`config.mk`:
```
export PLATFORM = sky130hd
export DESIGN_NAME = enc_capture_fifo_flat
export DESIGN_NICKNAME = d
export VERILOG_FILES = /design/src/rtl/enc_cap_pkg.sv /design/src/rtl/enc_capture_fifo_if.sv /design/src/rtl/enc_cap_fifo.sv /design/src/rtl/enc_capture_fifo.sv /design/src/flat_wrapper.sv
export SDC_FILE = /design/constraint.sdc
export NUM_CORES = 1
export LEC_CHECK = 0
export ABC_CLOCK_PERIOD_IN_PS = 15250
export BUFFER_PORTS_ARGS = -buffer_cell sky130_fd_sc_hd__buf_4
export CAP_MARGIN = 15
export CORE_MARGIN = 2
export CORE_UTILIZATION = 55
export DETAILED_ROUTE_END_ITERATION = 10
export PLACE_DENSITY_LB_ADDON = 0.3
export SETUP_SLACK_MARGIN = 0.5
export SKIP_LAST_GASP = 1
export SLEW_MARGIN = 20
export SYNTH_ARGS = -nofsm -noshare
export SYNTH_HDL_FRONTEND = slang
export SYNTH_SLANG_ARGS = --single-unit
export TNS_END_PERCENT = 100
```
`constraint.sdc`:
```
create_clock -name clk -period 15.25 [get_ports clk]
set_clock_uncertainty 0.1 [all_clocks]
set_input_delay 1.525 -clock clk [delete_from_list [all_inputs] [get_ports clk]]
set_output_delay 1.525 -clock clk [all_outputs]
set_load 0.01 [all_outputs]
```
`src/rtl/enc_cap_pkg.sv`:
```
// enc_cap_pkg
// Shared constants for the encoder capture FIFO: default depth and counter
// width, entry field positions, timestamp width and entry width.
// Build option: define ENC_CAP_TIMESTAMP_EN to append a 32-bit capture
// timestamp above the channel bit of every entry.
package enc_cap_pkg;

    localparam int P_DEPTH_DEF = 16;
    localparam int P_CNT_W_DEF = 64;
    localparam int TS_W        = 32;

`ifdef ENC_CAP_TIMESTAMP_EN
    localparam bit TS_EN = 1'b1;
`else
    localparam bit TS_EN = 1'b0;
`endif

    // Entry layout, LSB first: count, overflow flag, channel, [timestamp]
    function automatic int ovf_pos(int cnt_w);
        return cnt_w;
    endfunction

    function automatic int ch_pos(int cnt_w);
        return cnt_w + 1;
    endfunction

    function automatic int ts_lsb(int cnt_w);
        return cnt_w + 2;
    endfunction

    function automatic int entry_w(int cnt_w);
        return TS_EN ? cnt_w + 2 + TS_W : cnt_w + 2;
    endfunction

    localparam int ENTRY_W_DEF = entry_w(P_CNT_W_DEF);

    typedef enum logic {
        CH_0 = 1'b0,
        CH_1 = 1'b1
    } chan_e;

endpackage

```
`src/rtl/enc_capture_fifo_if.sv`:
```
// enc_capture_fifo_if
// Bundles the capture FIFO's encoder inputs, drop-counter clear and the
// FWFT consumer side.
//   ready_0/1, cnt_0/1, overflow_0/1 : encoder channel levels and counts
//   clr_drop                         : synchronous clear of drop counter
//   valid, tready, data              : FWFT output handshake and entry
//   level                            : FIFO occupancy
//   drop_cnt                         : saturating lost-capture count
// Modports: slave = capture FIFO, master = encoder/consumer side.
interface enc_capture_fifo_if
    import enc_cap_pkg::*;
#(
    parameter int P_DEPTH = P_DEPTH_DEF,
    parameter int P_CNT_W = P_CNT_W_DEF,
    parameter int W       = entry_w(P_CNT_W),
    parameter int LVL_W   = $clog2(P_DEPTH) + 1
) ();

    logic               ready_0;
    logic               ready_1;
    logic [P_CNT_W-1:0] cnt_0;
    logic [P_CNT_W-1:0] cnt_1;
    logic               overflow_0;
    logic               overflow_1;
    logic               clr_drop;
    logic               valid;
    logic               tready;
    logic [W-1:0]       data;
    logic [LVL_W-1:0]   level;
    logic [15:0]        drop_cnt;

    modport slave (
        input  ready_0, ready_1, cnt_0, cnt_1, overflow_0, overflow_1,
        input  clr_drop, tready,
        output valid, data, level, drop_cnt
    );

    modport master (
        output ready_0, ready_1, cnt_0, cnt_1, overflow_0, overflow_1,
        output clr_drop, tready,
        input  valid, data, level, drop_cnt
    );

endinterface

```
`src/rtl/enc_cap_fifo.sv`:
```
// enc_cap_fifo
// Synchronous first-word-fall-through FIFO.
//   clk, rst : clock, asynchronous active-high reset
//   wr_en    : write request (ignored while full, even with a same-cycle read)
//   wr_data  : entry to store
//   rd_en    : pop request (ignored while empty)
//   rd_data  : oldest entry, meaningful while empty=0
//   level    : occupancy 0..P_DEPTH
//   full     : level == P_DEPTH
//   empty    : level == 0
module enc_cap_fifo
    import enc_cap_pkg::*;
#(
    parameter int P_DEPTH = P_DEPTH_DEF,
    parameter int W       = ENTRY_W_DEF
) (
    input  logic                       clk,
    input  logic                       rst,
    input  logic                       wr_en,
    input  logic [W-1:0]               wr_data,
    input  logic                       rd_en,
    output logic [W-1:0]               rd_data,
    output logic [$clog2(P_DEPTH):0]   level,
    output logic                       full,
    output logic                       empty
);

    localparam int AW    = $clog2(P_DEPTH);
    localparam int LVL_W = AW + 1;

    logic [W-1:0]    mem [P_DEPTH];
    logic [AW-1:0]   wr_ptr;
    logic [AW-1:0]   rd_ptr;
    logic            do_wr;
    logic            do_rd;

    always_comb begin
        full    = (level == LVL_W'(P_DEPTH));
        empty   = (level == '0);
        do_wr   = wr_en & ~full;
        do_rd   = rd_en & ~empty;
        rd_data = mem[rd_ptr];
    end

    // Pointers wrap naturally since P_DEPTH is a power of two
    always_ff @(posedge clk or posedge rst) begin
        if (rst) begin
            wr_ptr <= '0;
            rd_ptr <= '0;
            level  <= '0;
        end else begin
            if (do_wr) wr_ptr <= wr_ptr + AW'(1);
            if (do_rd) rd_ptr <= rd_ptr + AW'(1);
            case ({do_wr, do_rd})
                2'b10:   level <= level + LVL_W'(1);
                2'b01:   level <= level - LVL_W'(1);
                default: level <= level;
            endcase
        end
    end

    always_ff @(posedge clk) begin
        if (do_wr) mem[wr_ptr] <= wr_data;
    end

endmodule

```
`src/rtl/enc_capture_fifo.sv`:
```
// enc_capture_fifo
// Captures the encoder count of a channel on each rising edge of its ready
// level, holds it in a per-channel pending register and writes it into a
// FWFT FIFO, channel 0 first when both are pending. Captures arriving while
// a channel's pending register is still occupied are dropped and counted.
//   clk, rst : clock, asynchronous active-high reset
//   bus      : enc_capture_fifo_if.slave (encoder inputs, FIFO output,
//              level, drop counter, drop clear)
// Build option: ENC_CAP_TIMESTAMP_EN adds a free-running 32-bit timestamp
// sampled with each capture and stored above the channel bit.
module enc_capture_fifo
    import enc_cap_pkg::*;
#(
    parameter int P_DEPTH = P_DEPTH_DEF,
    parameter int P_CNT_W = P_CNT_W_DEF
) (
    input  logic                clk,
    input  logic                rst,
    enc_capture_fifo_if.slave   bus
);

    localparam int W     = entry_w(P_CNT_W);
    localparam int OVF_B = ovf_pos(P_CNT_W);
    localparam int CH_B  = ch_pos(P_CNT_W);

    logic               prev_0, prev_1;
    logic               armed;
    logic               pend_v_0, pend_v_1;
    logic [P_CNT_W-1:0] pend_cnt_0, pend_cnt_1;
    logic               pend_ovf_0, pend_ovf_1;
    logic [15:0]        drop_cnt;

    logic               ev_0, ev_1;
    logic               wr_en, wr_0, wr_1;
    chan_e              wr_sel;
    logic               free_0, free_1;
    logic               take_0, take_1;
    logic               drop_0, drop_1;
    logic [16:0]        drop_add;
    logic [15:0]        drop_next;
    logic [W-1:0]       wr_data;
    logic [W-1:0]       rd_data;
    logic               full, empty;

`ifdef ENC_CAP_TIMESTAMP_EN
    localparam int TS_B = ts_lsb(P_CNT_W);
    logic [TS_W-1:0]    ts;
    logic [TS_W-1:0]    pend_ts_0, pend_ts_1;
`endif

    always_comb begin
        // armed stays low for the first edge after reset so a ready level
        // already high at release is only registered, never captured
        ev_0   = armed & bus.ready_0 & ~prev_0;
        ev_1   = armed & bus.ready_1 & ~prev_1;
        wr_en  = (pend_v_0 | pend_v_1) & ~full;
        wr_sel = pend_v_0 ? CH_0 : CH_1;
        wr_0   = wr_en & (wr_sel == CH_0);
        wr_1   = wr_en & (wr_sel == CH_1);
        // A pending register being written this edge can accept a new capture
        free_0 = ~pend_v_0 | wr_0;
        free_1 = ~pend_v_1 | wr_1;
        take_0 = ev_0 & free_0;
        take_1 = ev_1 & free_1;
        drop_0 = ev_0 & ~free_0;
        drop_1 = ev_1 & ~free_1;
        drop_add  = {1'b0, drop_cnt} + {16'b0, drop_0} + {16'b0, drop_1};
        drop_next = drop_add[16] ? 16'hFFFF : drop_add[15:0];
    end

    always_comb begin
        wr_data = '0;
        if (wr_sel == CH_0) begin
            wr_data[P_CNT_W-1:0] = pend_cnt_0;
            wr_data[OVF_B]       = pend_ovf_0;
        end else begin
            wr_data[P_CNT_W-1:0] = pend_cnt_1;
            wr_data[OVF_B]       = pend_ovf_1;
        end
        wr_data[CH_B] = (wr_sel == CH_1);
`ifdef ENC_CAP_TIMESTAMP_EN
        wr_data[TS_B +: TS_W] = (wr_sel == CH_0) ? pend_ts_0 : pend_ts_1;
`endif
    end

    always_ff @(posedge clk or posedge rst) begin
        if (rst) begin
            prev_0     <= 1'b0;
            prev_1     <= 1'b0;
            armed      <= 1'b0;
            pend_v_0   <= 1'b0;
            pend_v_1   <= 1'b0;
            pend_cnt_0 <= '0;
            pend_cnt_1 <= '0;
            pend_ovf_0 <= 1'b0;
            pend_ovf_1 <= 1'b0;
            drop_cnt   <= '0;
        end else begin
            prev_0 <= bus.ready_0;
            prev_1 <= bus.ready_1;
            armed  <= 1'b1;

            if (take_0) begin
                pend_v_0   <= 1'b1;
                pend_cnt_0 <= bus.cnt_0;
                pend_ovf_0 <= bus.overflow_0;
            end else if (wr_0) begin
                pend_v_0 <= 1'b0;
            end

            if (take_1) begin
                pend_v_1   <= 1'b1;
                pend_cnt_1 <= bus.cnt_1;
                pend_ovf_1 <= bus.overflow_1;
            end else if (wr_1) begin
                pend_v_1 <= 1'b0;
            end

            if (bus.clr_drop) drop_cnt <= '0;
            else              drop_cnt <= drop_next;
        end
    end

`ifdef ENC_CAP_TIMESTAMP_EN
    always_ff @(posedge clk or posedge rst) begin
        if (rst) begin
            ts        <= '0;
            pend_ts_0 <= '0;
            pend_ts_1 <= '0;
        end else begin
            ts <= ts + TS_W'(1);
            if (take_0) pend_ts_0 <= ts;
            if (take_1) pend_ts_1 <= ts;
        end
    end
`endif

    enc_cap_fifo #(
        .P_DEPTH (P_DEPTH),
        .W       (W)
    ) u_fifo (
        .clk     (clk),
        .rst     (rst),
        .wr_en   (wr_en),
        .wr_data (wr_data),
        .rd_en   (bus.tready),
        .rd_data (rd_data),
        .level   (bus.level),
        .full    (full),
        .empty   (empty)
    );

    assign bus.valid    = ~empty;
    assign bus.data     = rd_data;
    assign bus.drop_cnt = drop_cnt;

endmodule
```
`src/flat_wrapper.sv`:
```
// flat-port wrapper written by rule: the top's interface ports become plain ports
module enc_capture_fifo_flat import enc_cap_pkg::*;
#(
    parameter int P_DEPTH = P_DEPTH_DEF,
    parameter int P_CNT_W = P_CNT_W_DEF
)
  (clk, rst, bus_ready_0, bus_ready_1, bus_cnt_0, bus_cnt_1, bus_overflow_0, bus_overflow_1, bus_clr_drop, bus_tready, bus_valid, bus_data, bus_level, bus_drop_cnt);
  enc_capture_fifo_if #(.P_DEPTH(P_DEPTH), .P_CNT_W(P_CNT_W)) bus_i ();
  input  logic clk;
  input  logic rst;
  input wire logic [$bits(bus_i.ready_0)-1:0] bus_ready_0;
  input wire logic [$bits(bus_i.ready_1)-1:0] bus_ready_1;
  input wire logic [$bits(bus_i.cnt_0)-1:0] bus_cnt_0;
  input wire logic [$bits(bus_i.cnt_1)-1:0] bus_cnt_1;
  input wire logic [$bits(bus_i.overflow_0)-1:0] bus_overflow_0;
  input wire logic [$bits(bus_i.overflow_1)-1:0] bus_overflow_1;
  input wire logic [$bits(bus_i.clr_drop)-1:0] bus_clr_drop;
  input wire logic [$bits(bus_i.tready)-1:0] bus_tready;
  output wire logic [$bits(bus_i.valid)-1:0] bus_valid;
  output wire logic [$bits(bus_i.data)-1:0] bus_data;
  output wire logic [$bits(bus_i.level)-1:0] bus_level;
  output wire logic [$bits(bus_i.drop_cnt)-1:0] bus_drop_cnt;
  assign bus_i.ready_0 = bus_ready_0;
  assign bus_i.ready_1 = bus_ready_1;
  assign bus_i.cnt_0 = bus_cnt_0;
  assign bus_i.cnt_1 = bus_cnt_1;
  assign bus_i.overflow_0 = bus_overflow_0;
  assign bus_i.overflow_1 = bus_overflow_1;
  assign bus_i.clr_drop = bus_clr_drop;
  assign bus_i.tready = bus_tready;
  assign bus_valid = bus_i.valid;
  assign bus_data = bus_i.data;
  assign bus_level = bus_i.level;
  assign bus_drop_cnt = bus_i.drop_cnt;
  enc_capture_fifo #(.P_DEPTH(P_DEPTH), .P_CNT_W(P_CNT_W)) u_core (.clk(clk), .rst(rst), .bus(bus_i));
endmodule
```
==> run metrics, run 1 <==
Finished Cell Area 53800 sq um; FF-to-FF Start u_core.pend_v_0; vias in the first global route 24000; DR vias 22600; CTS Buffer Depth 3; crit path DAT 4.65 ns; Setup Buffers After CTS 0; area of placed instances 49800 sq um; fmax 159 MHz; Ys Warns 0; cts bufs inserted 116; fin cells 3652; Final HPWL DP 52.5 mm; status complete, no violations; FF-to-FF path depth 5; maxcap violations 0; most frequent CP cell buf_4; worst r2r dst u_core.u_fifo.mem[12][38]; RSZ-0062 raised after global routing false; sequential-to-total area share from yosys stat 76.5%; min Tclk post-route 6.27 ns; Worst Setup EP bus_data[57]; Max FO, Critical Path 48; commonest non-fill, non-tap cell in the layout edfxtp_1; critical-path cell list buf_4, buf_4, mux4_2, a22oi_1, nand2_1, buf_4; DP Cell Count 3430; post-synthesis register bit count 1220; most frequent cells in the layout 1056 x edfxtp_1, 264 x mux4_2, 257 x buf_4; I/O Buffers 223; CP required 13.63 ns; Total GRT Usage 24.2%; worst skew pair latency 0.68 ns; initial antenna violation count 0; Final WS setup 8.98 ns; Mapped Cells 2152; Slew HR 23.5%; I/O pins 224; final setup vio count 0; CTS resizes 0; CP Buf/Inv Count 3; layout cells sized above 1 36.8%; r2r setup slk 10.46 ns; Clock transition at path regs 0.06 ns; number of synthesized flops with an enable pin 1056; WL/cell 28.5 um; largest net degree at the start of global routing 160; Die Y 296 um; CP delay by family, top buffers and inverters; Initial Util 55.7%; final WL 104 mm; pre-CTS setup slack 9.59 ns; Overflow after GRT 0; Peak VDD IR 171 uV; worst setup path start u_core.u_fifo.rd_ptr[0]; power after layout 9.84 mW; number of clock sinks 1220; Final period util 41.1%; ANT nets after route 0; Synth Cell Area 46800 sq um; fin. max-slew vios 0; Setup crit end kind output pin; First-pass DRT Iterations 6; cell row count 106; Min Hold Slack 0.399 ns; Hold-fix buffers, CTS 0; Yosys cell types 43; DRC Markers 0; initial DRC count 2471; CTS tree built; Fin. Hold Viols 0; Critical Path Slowest Stage Cell dfrtp_4; Top FF cell, synth edfxtp_1; critical path class flip-flop to output pin; hold crit path type flip-flop to flip-flop; Syn Nets 2300; setup TNS 0 ns; Vias/cell 6.19; core area 84000 sq um; PD cells 183 nW/um^2; first-pass GRT wire length 153 mm; CTS Root Cell clkbuf_16; Pleak 18.1 nW; Die Area 87400 sq um; Async SR Flop Fraction 13.4%; Die X 296 um; Area Overhead vs Synth 14.9%; Clock H-tree levels 3; startpoint types flip-flop; CP peak stage delay 1.08 ns; Final Net Count 2562; Layout Utilization 64.1%; Worst Tran Pin Value 1.14 ns; Filler cells 5467; Avg Synthesized Cell Area 21.7 sq um; Stages on worst setup path 6; Final Wtd Congestion 0.755
==> layout make-up <==
type / instances / area (sq um) / area share (%)
diodes: 1 / 2.50 / 0.00465
clock buffers: 149 / 3170 / 5.90
clock inverters: 72 / 835 / 1.55
well taps: 1134 / 1420 / 2.64
multi-input cells: 798 / 10500 / 19.5
repair buffers: 260 / 1970 / 3.67
inverters: 18 / 72.6 / 0.135
flip-flops and latches: 1220 / 35800 / 66.6
==> metal layers <==
| metal | GRT usage (%) | share of wire, % | vias to the layer above |
|---|---|---|---|
| met5 | 0 | 0 | - |
| met4 | 6.13 | 1.8 | 0 |
| met3 | 4.30 | 9.0 | 118 |
| met2 | 39.5 | 50 | 1099 |
| met1 | 34.4 | 40 | 11900 |
| li1 | - | - | 9453 |
==> how the worst min path moves through the flow <==
stage                     startpoint  slack [ns]  cells after the start               endpoint
2_1_floorplan  u_core.pend_cnt_0[60]        0.37                      1  u_core.pend_cnt_0[60]
3_3_place_gp    u_core.pend_cnt_1[0]        0.38                      1   u_core.pend_cnt_1[0]
3_5_place_dp   u_core.pend_cnt_0[22]        0.39                      1  u_core.pend_cnt_0[22]
4_1_cts        u_core.pend_cnt_1[11]        0.40                      1  u_core.pend_cnt_1[11]
5_1_grt        u_core.pend_cnt_1[57]        0.41                      1  u_core.pend_cnt_1[57]
6_report        u_core.pend_cnt_1[1]        0.40                      1   u_core.pend_cnt_1[1]
==> where the power goes <==
part	total [mW]	internal (mW)	leakage, nW	switching, mW
combinational	2.62	1.18	4.68	1.44
clock	2.97	1.76	1.94	1.22
sequential	4.24	4.07	11.5	0.172
==> Yosys cell counts (all sizes together) (2+ instances only) <==
| library cell | number | area [sq um] |
|---|---|---|
| edfxtp | 1056 | 31700 |
| mux4 | 264 | 5950 |
| mux2 | 196 | 2210 |
| dfrtp | 164 | 4100 |
| a22oi | 133 | 998 |
| nand2 | 80 | 300 |
| clkbuf | 65 | 244 |
| buf | 51 | 300 |
| inv | 18 | 67.6 |
| a21oi | 17 | 85.1 |
| and2 | 11 | 68.8 |
| ha | 10 | 125 |
| nor2 | 10 | 37.5 |
| xor2 | 10 | 87.6 |
| nand4 | 8 | 50.1 |
| xnor2 | 8 | 70.1 |
| nand3 | 6 | 30.0 |
| nor4 | 6 | 52.6 |
| nor2b | 4 | 25.0 |
| o21ai | 4 | 20.0 |
| a31oi | 3 | 18.8 |
| and4 | 3 | 26.3 |
| a211oi | 2 | 15.0 |
| fa | 2 | 40.0 |
| mux2i | 2 | 20.0 |
| nand3b | 2 | 15.0 |
| nor3b | 2 | 15.0 |
| o211ai | 2 | 15.0 |
| o311ai | 2 | 17.5 |
| or2 | 2 | 12.5 |
==> sequential cells by signal (all words and copies together) (netlist names) <==
register	flops
u_core.pend_ovf_0	1
u_core.pend_cnt_1	64
u_core.bus.drop_cnt	16
u_core.prev_1	1
u_core.u_fifo.rd_ptr	4
u_core.pend_ovf_1	1
u_core.pend_cnt_0	64
u_core.armed	1
u_core.prev_0	1
u_core.u_fifo.mem	1056
u_core.u_fifo.level	5
u_core.pend_v_0	1
u_core.pend_v_1	1
u_core.u_fifo.wr_ptr	4
==> cells by family (layout without fill, tap and decap cells) <==
group | Yosys count | after routing | share of synthesized area (%)
other cells | 1 | 2 | 0.00802
compound gates | 167 | 167 | 2.56
mux | 462 | 462 | 17.5
simple gates | 138 | 138 | 1.41
xor+xnor | 18 | 18 | 0.337
flops | 1220 | 1220 | 76.5
fa+ha+maj | 12 | 12 | 0.353
buf+inv | 134 | 499 | 1.31
Power figures use the tool's default switching activity.
==> inputs of run 2 (changes only) <==
--- a/config.mk
+++ b/config.mk
@@ -5,7 +5,7 @@
 export SDC_FILE = /design/constraint.sdc
 export NUM_CORES = 1
 export LEC_CHECK = 0
-export ABC_CLOCK_PERIOD_IN_PS = 15250
+export ABC_CLOCK_PERIOD_IN_PS = 6000
 export BUFFER_PORTS_ARGS = -buffer_cell sky130_fd_sc_hd__buf_4
 export CAP_MARGIN = 15
 export CORE_MARGIN = 2
==> constraint.sdc (replaced) <==
create_clock -name clk -period 6 [get_ports clk]
set_clock_uncertainty 0.1 [all_clocks]
set_input_delay 0.6 -clock clk [delete_from_list [all_inputs] [get_ports clk]]
set_output_delay 0.6 -clock clk [all_outputs]
set_load 0.01 [all_outputs]
==> run 2 against run 1 <==
Via count down 0.15%. Non-clock buffer count is 5 higher. Wire length is 4.3% lower.
==> run metrics, run 2 (same netlist as run 1, synthesis figures left out) <==
Filler cells 5491; core area 84000 sq um; Clock transition at path regs 0.06 ns; First-pass DRT Iterations 5; WL/cell 27.2 um; Final HPWL DP 53.7 mm; startpoint types flip-flop; Hold Startpoint bus_cnt_1[49]; biggest regs u_core.u_fifo.mem x1056, u_core.pend_cnt_0 x64, u_core.pend_cnt_1 x64; PD cells 465 nW/um^2; FF-to-FF path depth 6; initial antenna violation count 0; worst skew pair latency 0.68 ns; Final Net Count 2568; Reg with most FFs u_core.u_fifo.mem; min Tclk post-route 4.29 ns; max FFs per register 1056; Area Overhead vs Synth 15.2%; Setup Buffers After CTS 0; ANT nets after route 0; Final Wtd Congestion 0.784; status complete, no violations; number of clock sinks 1220; r2r setup slk 1.71 ns; fmax 233 MHz; WHS Path Cells 2; Pleak 18.2 nW; power after layout 25.1 mW; CTS Buffer Depth 3; Final WS setup 1.71 ns; commonest non-fill, non-tap cell in the layout edfxtp_1; Worst Tran Pin Value 1.12 ns; Final period util 71.5%; Seq. cell area 35800 sq um; Vias/cell 6.17; Worst Hold Path EP u_core.pend_cnt_1[49]; CTS tree built; Peak VDD IR 364 uV; initial DRC count 2379; cts bufs inserted 117; cell row count 106; vias in the first global route 23900; Initial Util 55.7%; most frequent cells in the layout 1056 x edfxtp_1, 264 x mux4_2, 250 x buf_4; hold crit path type input port to flip-flop; CTS resizes 0; Inserted Diodes 0; maxcap violations 0; Slew HR 25.4%; DR vias 22600; first-pass GRT wire length 150 mm; RSZ-0062 raised after global routing false; Setup crit end kind flip-flop; final setup vio count 0; CTS Root Cell clkbuf_16; CP required 6.25 ns; worst r2r dst u_core.u_fifo.mem[7][30]; Clock H-tree levels 3; FF-to-FF Start u_core.pend_v_0; setup TNS 0 ns; footprint of the multi-input gates 10500 sq um; I/O Buffers 223; crit path DAT 4.55 ns; Die Y 296 um; layout cells sized above 1 36.6%; Die X 296 um; pre-CTS setup slack 1.77 ns; fin. max-slew vios 0; Total GRT Usage 23.2%; Hold-fix buffers, CTS 5; Die Area 87400 sq um; critical path class flip-flop to flip-flop; Overflow after GRT 0; I/O pins 224; Fin. Hold Viols 0; DRC Markers 0; largest net degree at the start of global routing 111; final WL 99.6 mm; Max FO, Critical Path 51
==> run 2: report_power, final <==
part	internal, mW	switching, mW
logic	3.03	3.72
clock network	4.42	3.11
registers	10.3	0.428
==> run 2: stage by stage <==
step	instances	util, %	area, sq um	hold slack [ns]
floorplan	2152	-	46800	0.375
global placement	3430	59.4	49900	0.385
detailed placement	3430	59.4	49900	0.391
CTS	3658	64.2	53900	0.00176
global route	3658	64.2	53900	0.0129
finish	3658	64.2	53900	0.0449
==> run 2: routing by layer <==
layer / vias up / wire [um] / GRT usage [%]
li1: 9455 / - / -
met1: 12000 / 40600 / 33.3
met2: 1007 / 49700 / 37.9
met3: 133 / 7480 / 4.05
met4: 0 / 1870 / 5.34
met5: - / 0 / 0
==> run 2: final cells by class <==
class,count,share of cell area [%]
flip-flops and latches,1220,66.5
multi-input cells,798,19.4
clock buffers,158,5.89
repair buffers,265,3.95
well taps,1134,2.63
clock inverters,65,1.50
inverters,18,0.135
==> run 2: worst max path at each step <==
stage	from	end	cells after the start
after floorplan	u_core.pend_v_0	u_core.u_fifo.mem[0][0]	5
after global placement	u_core.pend_v_0	u_core.u_fifo.mem[11][60]	6
after detailed placement	u_core.pend_v_0	u_core.u_fifo.mem[9][51]	6
after CTS	u_core.u_fifo.rd_ptr[0]	bus_data[30]	5
after global routing	u_core.pend_v_0	u_core.u_fifo.mem[7][30]	6
final	u_core.pend_v_0	u_core.u_fifo.mem[7][30]	6
==> run 2: worst max-delay path, cell delays in order (launching register included) <==
cell and delay, ns:
dfrtp_4 0.68, inv_1 0.39, a22oi_1 0.61, inv_1 0.32
nor3b_1 0.54, and2_4 0.91, buf_4 0.40
